<file path="config.mk">
export PLATFORM = sky130hd
export DESIGN_NAME = rr_grant_scheduler
export DESIGN_NICKNAME = d
export VERILOG_FILES = /design/src/rtl/rr_sched_pkg.sv /design/src/rtl/onehot_dec16.sv /design/src/rtl/rr_grant_scheduler.sv
export SDC_FILE = /design/constraint.sdc
export NUM_CORES = 1
export LEC_CHECK = 0
export BUFFER_PORTS_ARGS = -buffer_cell sky130_fd_sc_hd__clkbuf_2
export CORE_UTILIZATION = 54
export CTS_CLUSTER_SIZE = 30
export DETAILED_ROUTE_END_ITERATION = 6
export PLACE_DENSITY = 0.86
export SLEW_MARGIN = 0
export SYNTH_ARGS = -nofsm -noshare
export SYNTH_HDL_FRONTEND = slang
export SYNTH_SLANG_ARGS = --single-unit
</file>
<file path="constraint.sdc">
create_clock -name clk -period 4.22 [get_ports clk]
set_input_delay 0.633 -clock clk [delete_from_list [all_inputs] [get_ports clk]]
set_output_delay 0.633 -clock clk [all_outputs]
set_load 0.005 [all_outputs]
</file>
<file path="src/rtl/rr_sched_pkg.sv">
// Shared constants, state encoding and the rotating-priority search
// used by the 16-way round-robin grant scheduler.
package rr_sched_pkg;

  localparam int N_REQ = 16;
  localparam int IDX_W = 4;

  typedef enum logic [1:0] {
    S_IDLE  = 2'd0,
    S_GRANT = 2'd1,
    S_GAP   = 2'd2
  } state_t;

  // First set request bit found searching upward from last_idx+1, wrapping;
  // last_idx itself is examined last.
  function automatic logic [IDX_W-1:0] next_rr(input logic [N_REQ-1:0] req,
                                               input logic [IDX_W-1:0] last_idx);
    logic [IDX_W-1:0] win;
    logic [IDX_W-1:0] cand;
    logic             found;
    win   = '0;
    found = 1'b0;
    for (int i = 1; i <= N_REQ; i++) begin
      cand = last_idx + IDX_W'(i);
      if (!found && req[cand]) begin
        win   = cand;
        found = 1'b1;
      end
    end
    return win;
  endfunction

endpackage

</file>
<file path="src/rtl/onehot_dec16.sv">
// 4-to-16 one-hot decoder with enable; output is all zero when disabled.
module onehot_dec16
  import rr_sched_pkg::*;
(
  input  logic [IDX_W-1:0] idx,
  input  logic             en,
  output logic [N_REQ-1:0] onehot
);

  always_comb begin
    onehot = '0;
    if (en) onehot[idx] = 1'b1;
  end

endmodule

</file>
<file path="src/rtl/rr_grant_scheduler.sv">
// Round-robin scheduler for 16 requesters: registered grant index with a
// one-hot grant decoded from it, hold timeout, and a dead cycle between grants.
module rr_grant_scheduler
  import rr_sched_pkg::*;
#(
  parameter int MAX_HOLD = 8
) (
  input  logic             clk,
  input  logic             rst,
  input  logic [N_REQ-1:0] req,
  output logic [N_REQ-1:0] grant,
  output logic [IDX_W-1:0] grant_idx,
  output logic             grant_valid,
  output logic             timeout
);

  localparam logic [IDX_W-1:0] HOLD_LAST = (MAX_HOLD == 0) ? '0 : IDX_W'(MAX_HOLD - 1);

  // Handshake: req is a level per requester; a grant lasts while req[grant_idx]
  // stays high (bounded by MAX_HOLD) and ends the cycle after it falls.
  state_t           state, state_nxt;
  logic [IDX_W-1:0] hold_cnt, hold_nxt;
  logic [IDX_W-1:0] last_idx, last_nxt;
  logic [IDX_W-1:0] idx_nxt;
  logic             valid_nxt;
  logic             timeout_nxt;
  logic [IDX_W-1:0] winner;
  logic             expired;

  always_ff @(posedge clk) begin
    if (rst) begin
      state       <= S_IDLE;
      hold_cnt    <= '0;
      last_idx    <= IDX_W'(N_REQ - 1);
      grant_idx   <= '0;
      grant_valid <= 1'b0;
      timeout     <= 1'b0;
    end else begin
      state       <= state_nxt;
      hold_cnt    <= hold_nxt;
      last_idx    <= last_nxt;
      grant_idx   <= idx_nxt;
      grant_valid <= valid_nxt;
      timeout     <= timeout_nxt;
    end
  end

  always_comb begin
    state_nxt   = state;
    hold_nxt    = hold_cnt;
    last_nxt    = last_idx;
    idx_nxt     = grant_idx;
    valid_nxt   = grant_valid;
    timeout_nxt = 1'b0;
    winner      = next_rr(req, last_idx);
    expired     = (MAX_HOLD != 0) && (hold_cnt == HOLD_LAST);
    case (state)
      S_IDLE, S_GAP: begin
        valid_nxt = 1'b0;
        state_nxt = S_IDLE;
        if (|req) begin
          state_nxt = S_GRANT;
          idx_nxt   = winner;
          valid_nxt = 1'b1;
          hold_nxt  = '0;
        end
      end
      S_GRANT: begin
        // A release takes precedence over expiry, so timeout only flags revocation.
        if (!req[grant_idx] || expired) begin
          state_nxt   = S_GAP;
          valid_nxt   = 1'b0;
          last_nxt    = grant_idx;
          timeout_nxt = req[grant_idx];
        end else if (hold_cnt != '1) begin
          hold_nxt = hold_cnt + IDX_W'(1);
        end
      end
      default: begin
        state_nxt = S_IDLE;
        valid_nxt = 1'b0;
      end
    endcase
  end

  onehot_dec16 u_dec (
    .idx    (grant_idx),
    .en     (grant_valid),
    .onehot (grant)
  );

endmodule

</file>
# Word level (Yosys, flattened, before mapping)
# Index checks and enable logic that the tools add are counted.
word_totals:
  regBits: 16
  in_bits: 18
  elab_cells: 169
op_classes:
  add_sub_neg: 16
  magnitude_cmp: 18
  eq_ne: 8
  mux: 78
  bitwise: 2
  n_reduce_logical: 41
ops:
  columns: ["cell", "n"]
  rows:
  - ["$lt A4 B5 Y1 const B", 17]
  - ["$mux W4", 19]
  - ["$bmux W1 S4", 17]
  - ["$mux W1", 36]
  - ["$add A4 B4 Y4 const B", 8]
  - ["$add A4 B3 Y4 const B", 4]
  - ["$logic_and A1 B1 Y1", 16]
  - ["$logic_not A1 Y1", 16]
  - ["$mux W16", 1]
  - ["$reduce_or A16 Y1", 1]
  - ["$add A4 B1 Y4 const B", 2]
  - ["$add A4 B2 Y4 const B", 2]
  - ["$ne A2 B2 Y1 const B", 4]
  - ["$pmux W4 S2", 1]
  - ["$demux W1 S4", 1]
  - ["$eq A4 B3 Y1 const B", 1]
  - ["$ge A4 B1 Y1 const B", 1]
  - ["$ne A4 B4 Y1 const B", 1]
  - ["$pmux W2 S2", 1]
  - ["$reduce_and A2 Y1", 2]
  - ["$reduce_and A4 Y1", 1]
  - ["$reduce_or A3 Y1", 1]
  - ["$eq A2 B1 Y1 const B", 1]
  - ["$eq A2 B2 Y1 const B", 1]
  - ["other kinds (7)", 8]

# Logic depth before layout (Yosys ltp)
# Gate-level depths: netlist of the first run.
logic_depth:
  depth_word: 49
  mapped_depth: 15
  ltp_nobuf: 11

# By module
# A second synthesis of the first run with hierarchy kept.
unflattened:
  hier_cells: 335
  hier_area_um2: 3146.8
by_module_without_submodules:
  columns: ["module", "n_inst", "cells_per_inst", "area_each_um2"]
  rows:
  - ["rr_grant_scheduler", 1, 312, 3029.2]
  - ["onehot_dec16", 1, 23, 117.6]

# Least setup slack after synthesis of the first run
# Ideal clock, no wire load.
synth_path:
  path_kind: "reg-to-reg"
  start: "register last_idx[1]"
  end: "register grant_idx[1]"
  t_arrival_ns: 4.055
  t_required_ns: 4.150
  setup_slack_ns: 0.094
  path_stages_with_launch: 15
  synth_period_minus_slack_ns: 4.126
  path_cell_list: "dfxtp_1 -> buf_2 -> buf_4 -> inv_1 -> ha_1 -> buf_1 -> mux4_1 -> mux2_2 -> mux2i_2 -> nor3b_4 -> nand3_2 -> or4_4 -> a2bb2oi_1 -> o32ai_2 -> o21bai_1"
synth_via:
  elab_chain_cells: 49
  elab_cells_between_ends: 108
  classes_between: "15 x add/sub; 63 x mux; 30 x reduce/logical"
synth_lines:
  columns: ["item", "line", "rtl"]
  rows:
  - ["start, declared", "rr_grant_scheduler.sv:23", "logic [IDX_W-1:0] last_idx, last_nxt;"]
  - ["start signal, assigned", "rr_grant_scheduler.sv:34", "last_idx <= IDX_W'(N_REQ - 1);"]
  - ["start signal, assigned", "rr_grant_scheduler.sv:41", "last_idx <= last_nxt;"]
  - ["$add A4 B1 Y4", "rr_sched_pkg.sv:24", "cand = last_idx + IDX_W'(i);"]
  - ["$bmux W1 S4", "rr_sched_pkg.sv:25", "if (!found && req[cand]) begin"]
  - ["$mux W1 (not written as such)", "rr_sched_pkg.sv:25", null]
  - ["$mux W1", "rr_sched_pkg.sv:25", null]
  - ["$logic_not A1 Y1", "rr_sched_pkg.sv:25", null]
  - ["$logic_and A1 B1 Y1", "rr_sched_pkg.sv:25", null]
  - ["$mux W1", "rr_sched_pkg.sv:25", null]
  - ["$logic_not A1 Y1", "rr_sched_pkg.sv:25", null]
  - ["(+33 left out)", null, null]
  - ["$logic_and A1 B1 Y1", "rr_sched_pkg.sv:25", null]
  - ["$mux W1", "rr_sched_pkg.sv:25", null]
  - ["$logic_not A1 Y1", "rr_sched_pkg.sv:25", null]
  - ["$logic_and A1 B1 Y1", "rr_sched_pkg.sv:25", null]
  - ["$mux W1", "rr_sched_pkg.sv:25", null]
  - ["$logic_not A1 Y1", "rr_sched_pkg.sv:25", null]
  - ["$logic_and A1 B1 Y1", "rr_sched_pkg.sv:25", null]
  - ["$mux W4 *", "rr_sched_pkg.sv:25", null]
  - ["end signal, assigned", "rr_grant_scheduler.sv:42", "grant_idx <= idx_nxt;"]
  - ["end, declared", "rr_grant_scheduler.sv:12", "output logic [IDX_W-1:0] grant_idx,"]
# Mark *: on every way between the ends. The rest lies on a longest branch, timed or not. The select of a mux whose other input is x is not followed.
# A chain may end at the register's enable or synchronous reset.

# Worst setup path after layout of the first run
layout_path:
  start: "register last_idx[0]"
  end: "register grant_idx[1]"
# The elaborated chain is that of the path after synthesis.

==> metrics.md, run 1 <==
| Metric | Value |
|---|---|
| Power Dens Cells | `752 nW/um2` |
| Vias/cell | `7.12` |
| Layout cells sized above 1 | `0.255` |
| Most common cell after layout, fill and taps aside | `clkbuf_2` |
| Clock slew at reported path FFs | `0.07 ns` |
| RSZ-0062 raised after global routing | `no` |
| Synth Cell Area | `3020 um2` |
| Number of flops mapped to enable cells by yosys | `0` |
| Num ports | `40` |
| H-Tree Depth | `1` |
| Die span in y | `76.8 um` |
| Largest net degree at the start of global routing | `25` |
| Port bufs | `39` |
| Post-Place Worst Slack | `0.395 ns` |
| Worst vdd ir | `0.000392 V` |
| Final instance area | `3340 um2` |
| DRT iter0 DRCs | `393` |
| Post-DP Area | `3290 um2` |
| ANT cells | `0` |
| Syn Inst Count | `351` |
| # hold bufs at CTS | `0` |
| Syn. warnings | `0` |
| Wirelength, routed | `9740 um` |
| Max_cap viols | `0` |
| Pre-Repair DR Iteration Count | `5` |
| Most common cell on crit path | `mux4_1` |
| Clock Latency Late Sink | `0.25 ns` |
| Final Wtd Congestion | `1.07` |
| Area Overhead vs Synth | `10.6%` |
| Slew Limit Headroom | `0.347` |
| Die width | `76.8 um` |
| Final hold violation count | `0` |
| DRC Markers | `0` |
| NumNets Final | `416` |
| Net Count, Synth | `378` |
| CP Class | `flop to flop` |
| Dpl hpwl | `7400 um` |
| DR vias | `3,262` |
| CP Launch Type | `flop` |
| Non-Filler Instances | `458` |
| CTS buffer count | `3` |
| Main area contributors after synthesis | `mux4_2 (17%), dfxtp_1 (9.9%), mux2i_1 (7.3%)` |
| Seq/Total Area, Yosys | `0.0994` |
| Post-synth ARST share | `0` |
| Status | `completed` |
| CTS Root Buffer Type | `clkbuf_8` |
| Die area | `5900 um2` |
| Final setup viols | `0` |
| Starting Density | `0.577` |
| First-pass GRT wire length | `15,600 um` |
| Fin crit share | `0.916` |
| Sink Count | `15` |
| Worst Setup End Kind | `flop` |
| Cell taking the most area after synthesis | `mux4_2` |
| Post-synth top area share | `0.171` |
| Placement row count | `26` |
| Final ANT Viol Nets | `0` |
| Gr usage total | `0.331` |
| WP data arrival | `4.05 ns` |
| Crit path time final | `3.86 ns` |
| Vias in the first global route | `3,119` |
| CP max stage delay | `0.71 ns` |
| Post-cts sizing count | `0` |
| Final Max Tran Viols | `0` |
| Post-Place Cells | `454` |
| Commonest cells after routing, fill and taps aside | `clkbuf_2 (39), nor2_1 (36), nand2_1 (33)` |
| Post-synthesis register bit count | `15` |
| Worst-path cell chain | `inv_1, ha_1, mux4_1, mux4_1, nor2b_4, nand3_2, or4_4, a2bb2oi_1, o32ai_2, o21bai_1` |
| Sum Neg Setup Slack | `0 ns` |
| Main synth FF type | `dfxtp_1` |
| Clk buf depth | `2` |
| Syn_area_per_cell | `8.61 um2` |
| TritonCTS clock tree | `built` |
| Worst Slack Setup Final | `0.356 ns` |
| HP Class | `flop to flop` |
| Worst slew pin tran | `0.979 ns` |
| Antenna violations before repair | `0` |
| Avg WL per Cell | `21.3 um` |
| Critical path required time | `4.40 ns` |
| Slowest cell on crit path | `mux4_1` |
| Grt ovf | `0` |
| FMAX | `259 MHz` |
| Lkg Pwr | `1.37 nW` |
| Post CTS Setup Buffer Count | `0` |
| Critical Path Fanout Max | `13` |
| Hold_ws | `0.537 ns` |
| Final Skew | `0.00591 ns` |
| Library cells used by synthesis | `73` |
| Core box area | `5240 um2` |
## stage by stage
step / power [W] / util
5_1_grt: 0.00267 / 0.638
6_report: 0.00251 / 0.638
4_1_cts: 0.00244 / 0.638
2_1_floorplan: 0.00181 / -
3_3_place_gp: 0.00229 / 0.629
3_5_place_dp: 0.00231 / 0.629
## power breakdown
| part | switching, W | internal, W |
|---|---|---|
| clock | 0.0000561 | 0.0000664 |
| sequential | 0.0000730 | 0.000170 |
| combinational | 0.00123 | 0.000911 |
| total | 0.00136 | 0.00115 |
## Yosys cell counts, types with 3 or more instances
cell and count:
xor2_1 4, nor2_1 36, clkbuf_1 7, a21oi_1 16, nor3_1 13, nand3b_1 4
dfxtp_1 15, inv_1 11, o21a_1 4, buf_2 4, o21ai_0 14, a21boi_0 5
nor4_1 4, nand2_1 33, mux4_1 7, o211ai_1 7, mux2_2 9, and2_1 4
mux2i_1 22, a211o_1 3, ha_1 9, nand2b_1 8, xnor2_1 5, mux4_2 23
nand3_1 5, and3_1 6, nor2b_1 6, a221oi_1 3, o22ai_1 7, a31oi_1 5
## final timing paths
kind          startpoint            to  slack, ns  cells after the start
max          last_idx[0]  grant_idx[1]       0.36                     10
min          hold_cnt[2]   hold_cnt[2]       0.54                      2
max reg2reg  last_idx[0]  grant_idx[1]       0.36                     10
min reg2reg  hold_cnt[2]   hold_cnt[2]       0.54                      2
## cell type report
| class | count | area (um2) |
|---|---|---|
| clock inverters | 1 | 7.51 |
| well taps | 70 | 87.6 |
| flip-flops and latches | 15 | 300 |
| inverters | 13 | 48.8 |
| multi-input cells | 307 | 2580 |
| clock buffers | 3 | 41.3 |
| fillers | 435 | 1900 |
| repair buffers | 49 | 270 |
## sequential cells by signal, summed over array words and instances, names as in the netlist
signal / count
grant_idx: 4
hold_cnt: 4
last_idx: 4
timeout: 1
grant_valid: 1
state: 1
## layer usage
layer	track usage	wire length, um
met4	0.119	316
met3	0.0560	1000
met2	0.534	4430
met5	0	0
met1	0.442	4000
## kinds of logic after synthesis
| group | Yosys count | synth area share |
|---|---|---|
| mux | 62 | 0.343 |
| compound gates | 93 | 0.217 |
| buf+inv | 29 | 0.0451 |
| simple gates | 134 | 0.232 |
| flops | 15 | 0.0994 |
| fa+ha+maj | 9 | 0.0373 |
| xor+xnor | 9 | 0.0261 |
## worst max-delay path, delay by kind of cell (launching register included)
kind	cells	cell delay, ns
buffers and inverters	1	0.15
AO/OA/AOI/OAI	3	0.50
adder cells (fa/ha/maj)	1	0.63
flip-flops	1	0.41
AND/OR/NAND/NOR	3	0.91
multiplexers	2	1.18
Note: power is estimated with default switching activity, not from simulation.
==> inputs of run 2 (changes only) <==
- CTS_BUF_LIST: default -> sky130_fd_sc_hd__clkbuf_16
- CTS_CLUSTER_SIZE: 30 -> default
==> metrics.md, run 2 (synthesis gave the netlist of run 1 again) <==
| Metric | Value |
|---|---|
| Status | `completed` |
| DRT iter0 DRCs | `297` |
| Sum Neg Setup Slack | `0 ns` |
| CP Launch Type | `flop` |
| Commonest cells after routing, fill and taps aside | `clkbuf_2 (39), nor2_1 (36), nand2_1 (33)` |
| Critical R2R Launch | `last_idx[0]` |
| H-Tree Depth | `1` |
| # hold bufs at CTS | `0` |
| Antenna violations before repair | `0` |
| NumNets Final | `416` |
| Slew Limit Headroom | `0.351` |
| Clk buf depth | `2` |
| TritonCTS clock tree | `built` |
| Most common cell after layout, fill and taps aside | `clkbuf_2` |
| RSZ-0062 raised after global routing | `no` |
| Worst vdd ir | `0.000390 V` |
| Placement row count | `26` |
| WP data arrival | `4.02 ns` |
| Critical path required time | `4.40 ns` |
| Final hold violation count | `0` |
| CTS Root Buffer Type | `clkbuf_16` |
| Fin crit share | `0.912` |
| Largest net degree at the start of global routing | `25` |
| Post-DP Area | `3290 um2` |
| Core box area | `5240 um2` |
| Port bufs | `39` |
| Post CTS Setup Buffer Count | `0` |
| Max_cap viols | `0` |
| DRC Markers | `0` |
| CP Class | `flop to flop` |
| Final setup viols | `0` |
| Starting Density | `0.577` |
| Clock slew at reported path FFs | `0.05 ns` |
| Slowest cell on crit path | `mux4_1` |
| Crit path time final | `3.85 ns` |
| Final Power | `0.00258 W` |
| Sink Count | `15` |
| Clock Latency Late Sink | `0.25 ns` |
| CTS buffer count | `3` |
| Critical Path Fanout Max | `13` |
| Num ports | `40` |
| Die span in y | `76.8 um` |
| CP max stage delay | `0.71 ns` |
| Die area | `5900 um2` |
| Critical Path Start | `last_idx[0]` |
| HP Class | `flop to flop` |
| Largest regs | `grant_idx x4, hold_cnt x4, last_idx x4` |
| Layout cells sized above 1 | `0.255` |
| ANT cells | `0` |
| Final instance area | `3370 um2` |
| Vias/cell | `7.18` |
| Grt ovf | `0` |
| Power Dens Cells | `764 nW/um2` |
| Pre-Repair DR Iteration Count | `5` |
| Wirelength, routed | `9740 um` |
| DR vias | `3,288` |
| Final Max Tran Viols | `0` |
| Most common cell on crit path | `mux4_1` |
| Worst slew pin tran | `0.972 ns` |
| Avg WL per Cell | `21.3 um` |
| FMAX | `260 MHz` |
| Final ANT Viol Nets | `0` |
| Post-cts sizing count | `0` |
| Lkg Pwr | `1.38 nW` |
| Area Overhead vs Synth | `11.7%` |
| Vias in the first global route | `3,101` |
| Worst-path cell chain | `inv_1, ha_1, mux4_1, mux4_1, nor2b_4, nand3_2, or4_4, a2bb2oi_1, o32ai_2, o21bai_1` |
| Final Wtd Congestion | `1.07` |
| Final Skew | `0.00492 ns` |
| Worst Setup End Kind | `flop` |
| Dpl hpwl | `7400 um` |
| Gr usage total | `0.332` |
| HP Start | `hold_cnt[2]` |
| First-pass GRT wire length | `15,600 um` |
| Die width | `76.8 um` |
run 2: cell counts in the layout (fill, tap and decap cells not counted):
Identical to the previous run, type by type.
run 2: path summary, 6_finish.rpt:
kind                                      to  cells after the start  slack (ns)
worst max-delay path            grant_idx[1]                     10        0.37
worst min-delay path             hold_cnt[2]                      2        0.53
worst max register to register  grant_idx[1]                     10        0.37
worst min register to register   hold_cnt[2]                      2        0.53
run 2: through the flow:
step                worst slack, ns  hold WS (ns)   util  instances
global placement              0.603         0.510  0.629        454
CTS                           0.387         0.534  0.644        458
floorplan                    0.0944         0.491      -        351
finish                        0.372         0.533  0.644        458
detailed placement            0.395         0.524  0.629        454
global route                  0.202         0.574  0.644        458
run 2: area by class of cell:
cell class	count	area (um2)
Clock inverter	1	7.51
Inverter	13	48.8
Fill cell	425	1860
Clock buffer	3	75.1
Timing Repair Buffer	49	270
Sequential cell	15	300
Multi-Input combinational cell	307	2580
Tap cell	70	87.6
run 2: routing by layer:
layer  global-route usage  vias to the layer above  share of wire
li1                     -                     1456              -
met1                0.444                     1529           0.39
met2                0.538                      272           0.46
met3               0.0583                       31           0.12
met4                0.108                        0          0.028
met5                    0                        -              0
run 2: worst max-delay path, delay by kind of cell, from the launching register on:
| kind | cells | cell delay (ns) |
|---|---|---|
| compound gates | 3 | 0.50 |
| flops | 1 | 0.40 |
| mux | 2 | 1.18 |
| simple gates | 3 | 0.91 |
| fa+ha+maj | 1 | 0.63 |
| buf+inv | 1 | 0.15 |
run 2: where the power goes:
part	total, W	internal [W]	switching (W)
registers	0.000243	0.000171	0.0000719
clock network	0.000189	0.000128	0.0000616
logic	0.00215	0.000911	0.00124
total	0.00258	0.00121	0.00137
==> inputs of run 3 (changes only) <==
- CORE_UTILIZATION: 54 -> 40
- PLACE_DENSITY: 0.86 -> 0.69
- SETUP_SLACK_MARGIN: default -> 0.5
==> metrics.md, run 3 (synthesis gave the netlist of run 1 again) <==
| Metric | Value |
|---|---|
| Status | `completed` |
| Sum Neg Setup Slack | `0 ns` |
| Worst path bufs/invs | `3` |
| Worst Setup End Kind | `flop` |
| Worst r2r dst | `grant_idx[1]` |
| Worst slew pin tran | `0.924 ns` |
| Hold path cells | `2` |
| Critical Path Fanout Max | `9` |
| First-pass GRT wire length | `15,800 um` |
| Final instance area | `3480 um2` |
| RSZ-0062 raised after global routing | `no` |
| TritonCTS clock tree | `built` |
| Die span in y | `88.9 um` |
| FMAX | `281 MHz` |
| Wirelength, routed | `9940 um` |
| Final hold violation count | `0` |
| DRT iter0 DRCs | `465` |
| Avg WL per Cell | `20.3 um` |
| Vias in the first global route | `3,024` |
| Area Overhead vs Synth | `15.2%` |
| Final ANT Viol Nets | `0` |
| Worst-path cell chain | `inv_1, buf_4, ha_1, a21boi_1, xor2_1, buf_4, mux4_2, nor2b_4, nand3_2, or4_4, a2bb2oi_1, o32ai_2, o21bai_1` |
| Placement row count | `31` |
| CTS Root Buffer Type | `clkbuf_16` |
| CTS buffer count | `3` |
| Internal reg-to-reg setup slack | `0.65 ns` |
| Lkg Pwr | `1.40 nW` |
| Clock slew at reported path FFs | `0.05 ns` |
| WP data arrival | `3.74 ns` |
| Largest regs | `grant_idx x4, hold_cnt x4, last_idx x4` |
| Antenna violations before repair | `0` |
| Slowest cell on crit path | `mux4_2` |
| CP max stage delay | `0.61 ns` |
| Slew Limit Headroom | `0.383` |
| Fin crit share | `0.845` |
| Gr usage total | `0.263` |
| Worst vdd ir | `0.000233 V` |
| Most common cell after layout, fill and taps aside | `clkbuf_2` |
| Starting Density | `0.414` |
| Largest net degree at the start of global routing | `28` |
| Layout cells sized above 1 | `0.284` |
| HP Class | `flop to flop` |
| Power Dens Cells | `771 nW/um2` |
| Core box area | `7290 um2` |
| Pre-Repair DR Iteration Count | `6` |
| ANT cells | `0` |
| Clk buf depth | `2` |
| Final Max Tran Viols | `0` |
| Most common cell on crit path | `buf_4` |
| Grt ovf | `0` |
| Final Skew | `0.00147 ns` |
| DRC Markers | `0` |
| Critical path required time | `4.39 ns` |
| WHS Endpoint | `hold_cnt[2]` |
| Final setup viols | `0` |
| Crit path time final | `3.57 ns` |
| Final Power | `0.00268 W` |
| Reg2reg path depth | `13` |
| Area of the multi-input gates | `2630 um2` |
| Fill cells | `713` |
| Register cell area after layout | `303 um2` |
| Vias/cell | `6.73` |
| Critical R2R Launch | `last_idx[1]` |
| Dpl hpwl | `7660 um` |
| Post-DP Area | `3340 um2` |
| HP Start | `hold_cnt[2]` |
| CP Launch Type | `flop` |
| Commonest cells after routing, fill and taps aside | `clkbuf_2 (39), nor2_1 (36), nand2_1 (33)` |
| Max_cap viols | `0` |
| CP Class | `flop to flop` |
| Port bufs | `39` |
| DR vias | `3,296` |
| Crit path max-delay family | `simple AND/OR/NAND/NOR gates` |
| Sink Count | `15` |
| Clock Latency Late Sink | `0.24 ns` |
| H-Tree Depth | `1` |
| Die width | `88.9 um` |
| Final Wtd Congestion | `0.976` |
| Die area | `7910 um2` |
| Num ports | `40` |
| NumNets Final | `419` |
## run 3: cell count changes in the layout (fill, tap and decap cells not counted), sizes merged
cell / previous run / this run
buf: 10 / 13
## run 3: routing by layer
metal  GRT usage  vias to the layer above  wire (um)
met3      0.0342                       35       1150
met1       0.364                     1528       3850
met4      0.0689                        0        321
met5           0                        -          0
met2       0.433                      270       4620
li1            -                     1463          -
## run 3: final cells by class
class,count,share of cell area
Clock inverter,1,0.00216
Clock buffer,3,0.0216
Sequential cell,15,0.0870
Timing Repair Buffer,52,0.0852
Multi-Input combinational cell,307,0.754
Tap cell,99,0.0356
Inverter,13,0.0144
## run 3: report_power, final
part           internal [W]  leakage, nW  switching, W
sequential         0.000172        0.122     0.0000686
combinational      0.000952         1.24       0.00130
clock              0.000128       0.0371     0.0000623
total               0.00125         1.40       0.00143
## run 3: worst max path at each step
| stage | startpoint | end | slack, ns | cells past startpoint |
|---|---|---|---|---|
| 2_1_floorplan | last_idx[1] | grant_idx[1] | 0.52 | 14 |
| 3_3_place_gp | last_idx[2] | grant_idx[1] | 0.50 | 11 |
| 3_5_place_dp | last_idx[2] | grant_idx[1] | 0.43 | 11 |
| 4_1_cts | last_idx[0] | grant_idx[1] | 0.57 | 11 |
| 5_1_grt | last_idx[1] | grant_idx[2] | 0.49 | 12 |
| 6_report | last_idx[1] | grant_idx[1] | 0.65 | 13 |
## run 3: repair_timing
item / 4_1_cts / 5_1_grt
resized for setup: 0 / 9
cloned: 0 / 0
hold buffers: 0 / 0
buffers inserted: 2 / 1
setup endpoints to repair: 3 / 4
## run 3: tightest hold or removal path, stage by stage, from the launching register on
cell and delay [ns]:
dfxtp_1 0.32, a21oi_1 0.11, nor3_1 0.05
## run 3: metrics by stage
| stage | hold slack [ns] | utilization | setup WS [ns] | std cells |
|---|---|---|---|---|
| after floorplan | 0.491 | - | 0.518 | 351 |
| final | 0.526 | 0.477 | 0.655 | 490 |
| after detailed placement | 0.522 | 0.457 | 0.426 | 483 |
| after global placement | 0.510 | 0.457 | 0.500 | 483 |
| after CTS | 0.528 | 0.471 | 0.565 | 489 |
| after global routing | 0.560 | 0.477 | 0.494 | 490 |
